**src/rtl/serial_loader_pkg.sv**
```systemverilog
// -----------------------------------------------------------------------------
// serial_loader_pkg
// Shared definitions for the serial nibble loader:
//   - state_t    : receiver FSM states (PARITY is only reached when the
//                  SERIAL_PARITY_CHECK_EN macro is defined)
//   - STATE_W    : width of the state encoding
//   - SIN_IDLE   : idle / stop level of the serial line
//   - START_BIT  : level of the start bit
// -----------------------------------------------------------------------------
package serial_loader_pkg;

    localparam int STATE_W = 3;

    typedef enum logic [STATE_W-1:0] {
        IDLE   = 3'd0,
        DATA   = 3'd1,
        PARITY = 3'd2,
        STOP   = 3'd3,
        LOAD   = 3'd4
    } state_t;

    localparam logic SIN_IDLE  = 1'b1;
    localparam logic START_BIT = 1'b0;

endpackage

```
**src/rtl/serial_nibble_shifter.sv**
```systemverilog
// -----------------------------------------------------------------------------
// serial_nibble_shifter
// Parameterised shift register plus bit counter used by serial_nibble_loader
// to assemble one data word from the serial line.
//
// Parameters:
//   DATA_W     number of bits per word
//   LSB_FIRST  1 = first shifted bit ends in word[0],
//              0 = first shifted bit ends in word[DATA_W-1]
// Ports:
//   clk       in   system clock
//   reset     in   synchronous active-high reset
//   clr       in   clears shift register and bit counter
//   shift_en  in   shift bit_in into the register and count it
//   bit_in    in   serial bit to shift in
//   word      out  current shift register contents
//   done      out  high in the cycle whose shift completes the word
// -----------------------------------------------------------------------------
module serial_nibble_shifter
    import serial_loader_pkg::*;
#(
    parameter int DATA_W    = 4,
    parameter int LSB_FIRST = 1
) (
    input  logic              clk,
    input  logic              reset,
    input  logic              clr,
    input  logic              shift_en,
    input  logic              bit_in,
    output logic [DATA_W-1:0] word,
    output logic              done
);

    localparam int CNT_W = $clog2(DATA_W + 1);

    logic [DATA_W-1:0] r_shift;
    logic [CNT_W-1:0]  r_count;

    // Shift register and counter. For LSB-first the new bit enters at the top
    // and walks down, so after DATA_W shifts the first bit sits in bit 0; for
    // MSB-first it enters at the bottom and walks up.
    always_ff @(posedge clk) begin
        if (reset || clr) begin
            r_shift <= '0;
            r_count <= '0;
        end else if (shift_en) begin
            if (LSB_FIRST != 0) begin
                r_shift <= {bit_in, r_shift[DATA_W-1:1]};
            end else begin
                r_shift <= {r_shift[DATA_W-2:0], bit_in};
            end
            r_count <= r_count + 1'b1;
        end
    end

    // Flag the shift that brings the count to DATA_W so the FSM can leave the
    // data phase on the same edge; the counter therefore stops at DATA_W.
    assign done = shift_en && (r_count == CNT_W'(DATA_W - 1));
    assign word = r_shift;

endmodule

```
**src/rtl/serial_nibble_loader.sv**
```systemverilog
// -----------------------------------------------------------------------------
// serial_nibble_loader
// Receives one framed serial word (start bit, DATA_W data bits, [even parity],
// stop bit) sampled on sample_en. A good frame is presented on d and announced
// by a one-cycle active-low load_n pulse; a bad frame pulses frame_err.
//
// Optional feature: define SERIAL_PARITY_CHECK_EN to insert an even-parity bit
// between the data bits and the stop bit.
//
// Parameters:
//   DATA_W     data bits per frame / width of d
//   LSB_FIRST  1 = first data bit lands in d[0], 0 = in d[DATA_W-1]
// Ports:
//   clk        in   system clock, rising edge
//   reset      in   synchronous active-high reset
//   sin        in   serial line, idles high
//   sample_en  in   one-cycle bit-sample strobe
//   d          out  last good word
//   load_n     out  active-low load strobe, one cycle per good frame
//   busy       out  high while a frame is in progress
//   frame_err  out  one-cycle pulse on a bad stop (or parity) bit
// -----------------------------------------------------------------------------
module serial_nibble_loader
    import serial_loader_pkg::*;
#(
    parameter int DATA_W    = 4,
    parameter int LSB_FIRST = 1
) (
    input  logic              clk,
    input  logic              reset,
    input  logic              sin,
    input  logic              sample_en,
    output logic [DATA_W-1:0] d,
    output logic              load_n,
    output logic              busy,
    output logic              frame_err
);

    state_t            r_state;
    logic [DATA_W-1:0] r_d;
    logic              r_load_n;
    logic              r_busy;
    logic              r_frame_err;

    logic              w_clr;
    logic              w_shift;
    logic [DATA_W-1:0] w_word;
    logic              w_done;

    // A start bit restarts word assembly; data bits shift only in DATA.
    assign w_clr   = (r_state == IDLE) && sample_en && (sin == START_BIT);
    assign w_shift = (r_state == DATA) && sample_en;

    serial_nibble_shifter #(
        .DATA_W    (DATA_W),
        .LSB_FIRST (LSB_FIRST)
    ) u_shifter (
        .clk      (clk),
        .reset    (reset),
        .clr      (w_clr),
        .shift_en (w_shift),
        .bit_in   (sin),
        .word     (w_word),
        .done     (w_done)
    );

    // Receiver FSM with registered outputs. load_n and frame_err default to
    // their inactive levels every cycle so each assertion is a single pulse.
    always_ff @(posedge clk) begin
        if (reset) begin
            r_state     <= IDLE;
            r_d         <= '0;
            r_load_n    <= 1'b1;
            r_busy      <= 1'b0;
            r_frame_err <= 1'b0;
        end else begin
            r_load_n    <= 1'b1;
            r_frame_err <= 1'b0;
            case (r_state)
                IDLE: begin
                    if (sample_en && (sin == START_BIT)) begin
                        r_state <= DATA;
                        r_busy  <= 1'b1;
                    end
                end
                DATA: begin
                    if (w_done) begin
`ifdef SERIAL_PARITY_CHECK_EN
                        r_state <= PARITY;
`else
                        r_state <= STOP;
`endif
                    end
                end
`ifdef SERIAL_PARITY_CHECK_EN
                PARITY: begin
                    // Even parity: data bits and parity bit must XOR to 0.
                    if (sample_en) begin
                        if (((^w_word) ^ sin) == 1'b0) begin
                            r_state <= STOP;
                        end else begin
                            r_state     <= IDLE;
                            r_busy      <= 1'b0;
                            r_frame_err <= 1'b1;
                        end
                    end
                end
`endif
                STOP: begin
                    if (sample_en) begin
                        if (sin == SIN_IDLE) begin
                            r_state  <= LOAD;
                            r_d      <= w_word;
                            r_load_n <= 1'b0;
                        end else begin
                            r_state     <= IDLE;
                            r_busy      <= 1'b0;
                            r_frame_err <= 1'b1;
                        end
                    end
                end
                LOAD: begin
                    r_state <= IDLE;
                    r_busy  <= 1'b0;
                end
                default: begin
                    r_state <= IDLE;
                    r_busy  <= 1'b0;
                end
            endcase
        end
    end

    assign d         = r_d;
    assign load_n    = r_load_n;
    assign busy      = r_busy;
    assign frame_err = r_frame_err;

endmodule

```
**config.mk**
```make
export PLATFORM = sky130hd
export DESIGN_NAME = serial_nibble_loader
export DESIGN_NICKNAME = d
export VERILOG_FILES = /design/src/rtl/serial_loader_pkg.sv /design/src/rtl/serial_nibble_shifter.sv /design/src/rtl/serial_nibble_loader.sv
export SDC_FILE = /design/constraint.sdc
export NUM_CORES = 1
export LEC_CHECK = 0
export ABC_AREA = 0
export BUFFER_PORTS_ARGS = -buffer_cell sky130_fd_sc_hd__buf_4
export CAP_MARGIN = 15
export CORE_MARGIN = 1
export CORE_UTILIZATION = 35
export CTS_BUF_LIST = sky130_fd_sc_hd__clkbuf_16
export CTS_CLUSTER_SIZE = 28
export DETAILED_ROUTE_END_ITERATION = 8
export GPL_TIMING_DRIVEN = 0
export MAX_ROUTING_LAYER = met4
export PLACE_DENSITY = 0.53
export SYNTH_ARGS = -nofsm -noshare
export SYNTH_HDL_FRONTEND = slang
export SYNTH_SLANG_ARGS = --single-unit
```
**constraint.sdc**
```tcl
create_clock -name clk -period 1.15 [get_ports clk]
set_input_delay 0.345 -clock clk [delete_from_list [all_inputs] [get_ports clk]]
set_output_delay 0.345 -clock clk [all_outputs]
set_load 0.01 [all_outputs]
```
==> tab_implementation.tex, run 1 <==
\begin{tabular}{lr}
\hline
Metric & Value \\
\hline
\multicolumn{2}{l}{\textbf{Status}} \\
\quad Result of the run & complete, but fails checks \\
\quad Violated checks & setup timing \\
\multicolumn{2}{l}{\textbf{Power and ir drop}} \\
\quad Total power of the final layout & 1.37 mW \\
\quad Leakage dissipation & 0.365 nW \\
\quad Peak supply drop & 0.00133 V \\
\quad Power density over the cells & 1430 nW/um\^{}2 \\
\multicolumn{2}{l}{\textbf{Routing}} \\
\quad Total wire length & 1.19 mm \\
\quad Number of vias after detailed routing & 541 \\
\quad Routed length per instance & 10.3 um \\
\quad Vias per Instance & 4.70 \\
\quad Antenna viol nets, final & 0 \\
\quad Number of optimization iterations in the first detailed-route pass & 4 \\
\quad DRC viols & 0 \\
\quad Count of routing violations after the opening detailed-route iteration & 6 \\
\multicolumn{2}{l}{\textbf{Synthesis}} \\
\quad Number of flip-flops and latches in the synthesized netlist & 17 \\
\quad Count of distinct cell types in the synthesized netlist & 23 \\
\quad Cell Area, Synth & 728 sq um \\
\quad Syn Nets & 76 \\
\quad Sequential area share after synthesis & 0.467 \\
\quad Main synth FF type & dfxtp\_1 \\
\quad Synthesized area per cell & 10.4 sq um \\
\quad Async SR Flop Fraction & 0 \\
\quad Post-Syn Instances & 70 \\
\quad Number of enable-type register cells in the synthesized netlist & 0 \\
\quad Number of warnings issued by yosys & 0 \\
\multicolumn{2}{l}{\textbf{Worst setup path}} \\
\quad Category of the worst setup path capture point & flop \\
\quad Data arrival at the endpoint of the critical path & 1.42 ns \\
\quad Cell family contributing the most delay on the critical path & simple AND/OR/NAND/NOR gates \\
\quad Worst path required time & 1.28 ns \\
\quad End of the worst register-to-register path & u\_shifter.word[2] \\
\quad Count of buffer and inverter cells on the critical path & 0 \\
\quad Maximum fanout encountered on the critical timing path & 7 \\
\quad Slowest cell on the critical path & or4b\_4 \\
\quad Kind of critical path & flop to flop \\
\quad Worst flop-to-flop path startpoint & r\_state[0] \\
\quad Worst r2r path cells & 3 \\
\quad FF-to-FF setup slack & -0.14 ns \\
\quad CP max stage delay & 0.55 ns \\
\quad Cell-by-cell listing of the critical path & or4b\_4 -> o21bai\_4 -> nor2\_1 \\
\quad Worst Setup Start Kind & flop \\
\multicolumn{2}{l}{\textbf{Cells and area}} \\
\quad Diodes inserted & 0 \\
\quad Number of nets in the layout & 95 \\
\quad Share of the core filled with cells in the final layout & 0.488 \\
\quad Layout area overhead & 31.4\% \\
\quad Finished Cell Area & 957 sq um \\
\quad Fill count & 202 \\
\quad Share of final-layout standard cells stronger than drive strength 1 & 0.273 \\
\multicolumn{2}{l}{\textbf{Timing}} \\
\quad Count of final max-slew check failures & 0 \\
\quad Setup TNS Final & -0.952 ns \\
\quad Max frequency & 0.774 GHz \\
\quad Max-slew headroom & 0.788 \\
\quad Slew at the pin closest to its max-slew limit & 0.317 ns \\
\quad RSZ-0062 raised after global routing & yes \\
\quad Final Cycle Share & 1.12 \\
\quad Crit path time final & 1.29 ns \\
\quad Worst setup margin & -0.142 ns \\
\quad Number of endpoints with negative hold slack in the final report & 0 \\
\quad Number of endpoints failing setup at the final stage & 11 \\
\quad Clock skew & 0.00167 ns \\
\multicolumn{2}{l}{\textbf{Floorplan}} \\
\quad Starting density of the core & 0.371 \\
\quad Core footprint & 1960 sq um \\
\quad Die height & 47.6 um \\
\quad Overall die area & 2270 sq um \\
\quad DIE WIDTH & 47.6 um \\
\quad Boundary Pins & 11 \\
\quad Cell Rows & 16 \\
\multicolumn{2}{l}{\textbf{Hold path}} \\
\quad Hold\_sp & reset \\
\quad Worst hold stages & 3 \\
\quad Min-Delay Endpoint & d[0] \\
\quad Hold WC Path Type & input port to flop \\
\multicolumn{2}{l}{\textbf{Global route}} \\
\quad Wire length of the first global-routing pass & 1.89 mm \\
\quad GRT Util Overall & 0.133 \\
\quad Total gr overflow & 0 \\
\quad Antenna violations before repair & 0 \\
\quad Vias in the first global route & 443 \\
\quad Pin count of the biggest net entering global routing & 11 \\
\multicolumn{2}{l}{\textbf{Clocking}} \\
\quad CTS clock-pin slew for the worst setup and hold paths & 0.05 ns \\
\quad Clock tree buffer depth & 2 \\
\quad Quantity of hold-fixing buffers added after cts & 0 \\
\quad Clock Root Buffer & clkbuf\_16 \\
\quad Number of clock sinks & 17 \\
\quad TritonCTS clock tree & built \\
\quad Clock network latency to the later pin of the worst-skew pair & 0.24 ns \\
\quad CTS H-tree lvls & 1 \\
\quad Number of clock buffers inserted by TritonCTS & 3 \\
\multicolumn{2}{l}{\textbf{Place}} \\
\quad Post-place setup slack & -0.211 ns \\
\quad Post-Place Cell Area & 838 sq um \\
\quad RePlAce Congestion & 0.739 \\
\quad Buffers on Ports & 10 \\
\quad Placed wire-length estimate after detailed placement & 803 um \\
\multicolumn{2}{l}{\textbf{Flow run}} \\
\quad Maxcap violations & 0 \\
\hline
\end{tabular}
==> placed cells by master (no fill, tap or decap) <==
master | synthesis | layout
a211oi_1 | 1 | 1
a21boi_0 | 1 | 1
a21oi_1 | 1 | 1
and3_1 | 1 | 1
and4bb_2 | 1 | 1
buf_4 | 1 | 14
buf_6 | 0 | 1
clkbuf_1 | 1 | 1
clkbuf_16 | 0 | 3
dfxtp_1 | 17 | 15
dfxtp_4 | 0 | 2
ha_1 | 2 | 2
inv_1 | 2 | 3
mux2i_1 | 10 | 10
nand2_1 | 3 | 3
nand2b_1 | 9 | 9
nand3_1 | 3 | 3
nor2_1 | 9 | 9
nor2b_1 | 1 | 1
nor3b_1 | 1 | 1
nor3b_4 | 1 | 1
o21bai_1 | 1 | 1
o21bai_4 | 1 | 1
or2b_1 | 1 | 1
or4b_4 | 1 | 1
xnor2_1 | 1 | 1
==> worst max path at each step <==
stage | from | endpoint | slack, ns | cells after the start
after floorplan | r_state[1] | u_shifter.r_count[0] | -0.07 | 3
after global placement | sample_en | u_shifter.word[1] | -0.21 | 4
after detailed placement | sample_en | u_shifter.r_count[1] | -0.21 | 4
after CTS | r_state[1] | u_shifter.r_count[2] | -0.16 | 3
after global routing | r_state[0] | u_shifter.r_count[0] | -0.19 | 3
final | r_state[0] | u_shifter.word[2] | -0.14 | 3
==> metrics by stage <==
step | std cells | hold WS [ns]
floorplan | 70 | 0.451
global placement | 107 | 0.463
detailed placement | 107 | 0.467
CTS | 115 | 0.395
global route | 115 | 0.407
finish | 115 | 0.396
==> Yosys cell counts (all sizes together), types with 2 or more instances <==
cell type / number / share of area
inv: 2 / 0.010
nor2: 9 / 0.046
nor3b: 2 / 0.036
nand3: 3 / 0.021
dfxtp: 17 / 0.47
o21bai: 2 / 0.036
nand2b: 9 / 0.077
nand2: 3 / 0.015
ha: 2 / 0.034
mux2i: 10 / 0.14
==> what timing repair did <==
action,CTS,global route
endpoints found under the setup margin,13,11
gates resized for setup,4,0
cloned,0,0
buffers inserted,4,0
pin swaps,9,4
==> final cells by class <==
class,instances,area [sq um],share of cell area
tap,27,33.8,0.0353
multi-input combinational,49,369,0.386
inverter,2,7.51,0.00784
sequential,17,348,0.363
timing repair buffer,14,109,0.114
buffer,2,11.3,0.0118
clock inverter,1,3.75,0.00392
clock buffer,3,75.1,0.0784
==> kinds of logic after synthesis <==
kind of cell / after synthesis / synth area share
DFF: 17 / 0.467
adders and majority gates: 2 / 0.0344
xor gates and xnor gates: 1 / 0.0120
buffers and inverters: 4 / 0.0258
AOI/OAI and AO/OA: 5 / 0.0636
muxes: 10 / 0.137
and+or+nand+nor: 31 / 0.259
==> per-layer routing <==
metal	up-vias	global-route usage	part of all wire
met3	4	0.0453	0.027
met1	253	0.143	0.48
met2	8	0.203	0.45
li1	276	-	-
met5	-	-	0
met4	0	0.100	0.035
==> state kept, by name (all words and copies together), names as in the netlist <==
signal             cells
d                      4
u_shifter.word         4
r_state                3
u_shifter.r_count      3
busy                   1
frame_err              1
load_n                 1
==> worst reg2reg max path, delay by kind of cell, from the launching register on <==
family / cells / cell delay (ns)
flip-flops: 1 / 0.34
AND/OR/NAND/NOR: 2 / 0.62
AO/OA/AOI/OAI: 1 / 0.21
==> power breakdown <==
group	internal, mW	leakage (nW)	switching, mW
clock	0.461	0.0423	0.214
combinational	0.0483	0.184	0.0414
sequential	0.597	0.139	0.00718
(Power assumes the default switching activity.)
==> run 2, diff against run 1 <==
--- a/config.mk
+++ b/config.mk
@@ -15,7 +15,8 @@
 export DETAILED_ROUTE_END_ITERATION = 8
 export GPL_TIMING_DRIVEN = 0
 export MAX_ROUTING_LAYER = met4
-export PLACE_DENSITY = 0.53
+export PLACE_DENSITY = 0.51
+export REMOVE_ABC_BUFFERS = 1
 export SYNTH_ARGS = -nofsm -noshare
 export SYNTH_HDL_FRONTEND = slang
 export SYNTH_SLANG_ARGS = --single-unit
==> constraint.sdc (replaced) <==
create_clock -name clk -period 1.56 [get_ports clk]
set_input_delay 0.468 -clock clk [delete_from_list [all_inputs] [get_ports clk]]
set_output_delay 0.468 -clock clk [all_outputs]
set_load 0.01 [all_outputs]
==> run 2 against run 1 <==
  * The run now ends clean
  * Sequential power shrank 26%
  * Global-route usage shrank 1.3 points
  * Non-clock buffer count shrank 6
==> tab_implementation.tex, run 2 (synthesized netlist as in run 1, its figures left out) <==
\begin{tabular}{lr}
\hline
Metric & Value \\
\hline
\multicolumn{2}{l}{\textbf{Timing}} \\
\quad Number of endpoints with negative hold slack in the final report & 0 \\
\quad Max frequency & 0.747 GHz \\
\quad RSZ-0062 raised after global routing & no \\
\quad Max-slew headroom & 0.759 \\
\quad Count of final max-slew check failures & 0 \\
\quad Final Cycle Share & 0.858 \\
\quad Setup TNS Final & 0 ns \\
\quad Worst setup margin & 0.222 ns \\
\quad Slew at the pin closest to its max-slew limit & 0.361 ns \\
\quad Number of endpoints failing setup at the final stage & 0 \\
\quad Crit path time final & 1.34 ns \\
\quad Clock skew & 0.00137 ns \\
\multicolumn{2}{l}{\textbf{Cells and area}} \\
\quad Share of the core filled with cells in the final layout & 0.462 \\
\quad Share of final-layout standard cells stronger than drive strength 1 & 0.220 \\
\quad Commonest non-fill, non-tap cell in the layout & dfxtp\_1 \\
\quad Finished Cell Area & 906 sq um \\
\quad Number of nets in the layout & 89 \\
\quad Diodes inserted & 0 \\
\quad Commonest cells after routing, fill and taps aside & dfxtp\_1, mux2i\_1, buf\_4 \\
\quad Fill count & 206 \\
\quad Layout area overhead & 24.4\% \\
\multicolumn{2}{l}{\textbf{Clocking}} \\
\quad Quantity of hold-fixing buffers added after cts & 0 \\
\quad Clock tree buffer depth & 2 \\
\quad CTS clock-pin slew for the worst setup and hold paths & 0.05 ns \\
\quad TritonCTS clock tree & built \\
\quad Clock network latency to the later pin of the worst-skew pair & 0.25 ns \\
\quad Number of clock sinks & 17 \\
\quad Clock Root Buffer & clkbuf\_16 \\
\quad Resize count post-CTS & 0 \\
\quad Number of clock buffers inserted by TritonCTS & 3 \\
\quad CTS H-tree lvls & 1 \\
\quad Number of buffers inserted by post-CTS setup repair & 0 \\
\multicolumn{2}{l}{\textbf{Global route}} \\
\quad Wire length of the first global-routing pass & 1.70 mm \\
\quad Antenna violations before repair & 0 \\
\quad GRT Util Overall & 0.120 \\
\quad Total gr overflow & 0 \\
\quad Pin count of the biggest net entering global routing & 13 \\
\quad Vias in the first global route & 337 \\
\multicolumn{2}{l}{\textbf{Hold path}} \\
\quad Hold WC Path Type & input port to flop \\
\multicolumn{2}{l}{\textbf{Worst setup path}} \\
\quad Cell family contributing the most delay on the critical path & simple AND/OR/NAND/NOR gates \\
\quad Worst Setup Start Kind & flop \\
\quad Slowest cell on the critical path & or4b\_4 \\
\quad Worst path required time & 1.69 ns \\
\quad Kind of critical path & flop to flop \\
\quad Category of the worst setup path capture point & flop \\
\quad CP max stage delay & 0.57 ns \\
\quad Data arrival at the endpoint of the critical path & 1.46 ns \\
\quad Count of buffer and inverter cells on the critical path & 0 \\
\quad Maximum fanout encountered on the critical timing path & 7 \\
\quad Cell-by-cell listing of the critical path & or4b\_4 -> o21bai\_4 -> a211oi\_1 \\
\multicolumn{2}{l}{\textbf{Floorplan}} \\
\quad Starting density of the core & 0.371 \\
\quad Core footprint & 1960 sq um \\
\quad Boundary Pins & 11 \\
\quad Cell Rows & 16 \\
\quad DIE WIDTH & 47.6 um \\
\quad Die height & 47.6 um \\
\quad Overall die area & 2270 sq um \\
\multicolumn{2}{l}{\textbf{Power and ir drop}} \\
\quad Power density over the cells & 1120 nW/um\^{}2 \\
\quad Leakage dissipation & 0.336 nW \\
\quad Peak supply drop & 0.000466 V \\
\quad Total power of the final layout & 1.02 mW \\
\multicolumn{2}{l}{\textbf{Routing}} \\
\quad Number of vias after detailed routing & 483 \\
\quad Routed length per instance & 10.3 um \\
\quad Antenna viol nets, final & 0 \\
\quad DRC viols & 0 \\
\quad Vias per Instance & 4.43 \\
\quad Total wire length & 1.13 mm \\
\quad Number of optimization iterations in the first detailed-route pass & 2 \\
\quad Count of routing violations after the opening detailed-route iteration & 10 \\
\multicolumn{2}{l}{\textbf{Place}} \\
\quad Post-place setup slack & 0.0717 ns \\
\quad Placed wire-length estimate after detailed placement & 751 um \\
\quad Buffers on Ports & 10 \\
\quad Post-Place Cell Area & 826 sq um \\
\quad RePlAce Congestion & 0.689 \\
\multicolumn{2}{l}{\textbf{Flow run}} \\
\quad Maxcap violations & 0 \\
\multicolumn{2}{l}{\textbf{Status}} \\
\quad Result of the run & finished, final reports clean \\
\hline
\end{tabular}
[run 2: path summary, 6_finish.rpt]
| check | start | end | depth (start not counted) | slack [ns] |
|---|---|---|---|---|
| worst max-delay path | r_state[1] | u_shifter.r_count[2] | 3 | 0.22 |
| worst max register to register | r_state[1] | u_shifter.r_count[2] | 3 | 0.22 |
| worst min register to register | d[1] | d[1] | 2 | 0.47 |
| worst min-delay path | reset | r_state[2] | 2 | 0.46 |
[run 2: where the power goes]
group,switching (mW),internal [mW]
sequential,0.00700,0.442
combinational,0.0271,0.0296
clock,0.170,0.343
[run 2: worst register-to-register path, cell delays in order, from the launching register on]
cell and delay [ns]:
dfxtp_1 0.37, or4b_4 0.57, o21bai_4 0.22, a211oi_1 0.07
[run 2: layout make-up]
| class | count | area [sq um] | share of cell area |
|---|---|---|---|
| Multi-Input combinational cell | 49 | 369 | 0.407 |
| Clock inverter | 1 | 5.00 | 0.00552 |
| Inverter | 2 | 7.51 | 0.00829 |
| Tap cell | 27 | 33.8 | 0.0373 |
| Clock buffer | 3 | 75.1 | 0.0829 |
| Timing Repair Buffer | 10 | 75.1 | 0.0829 |
| Sequential cell | 17 | 340 | 0.376 |
[run 2: stage by stage]
step	hold WS (ns)	instances
after global routing	0.474	109
after CTS	0.453	109
after global placement	0.460	105
final	0.456	109
after detailed placement	0.462	105
after floorplan	0.451	68
[run 2: metal layers]
metal | track usage | part of all wire
met2 | 0.148 | 0.42
met5 | - | 0
met3 | 0.0340 | 0.025
met4 | 0.0667 | 0.0098
met1 | 0.171 | 0.54
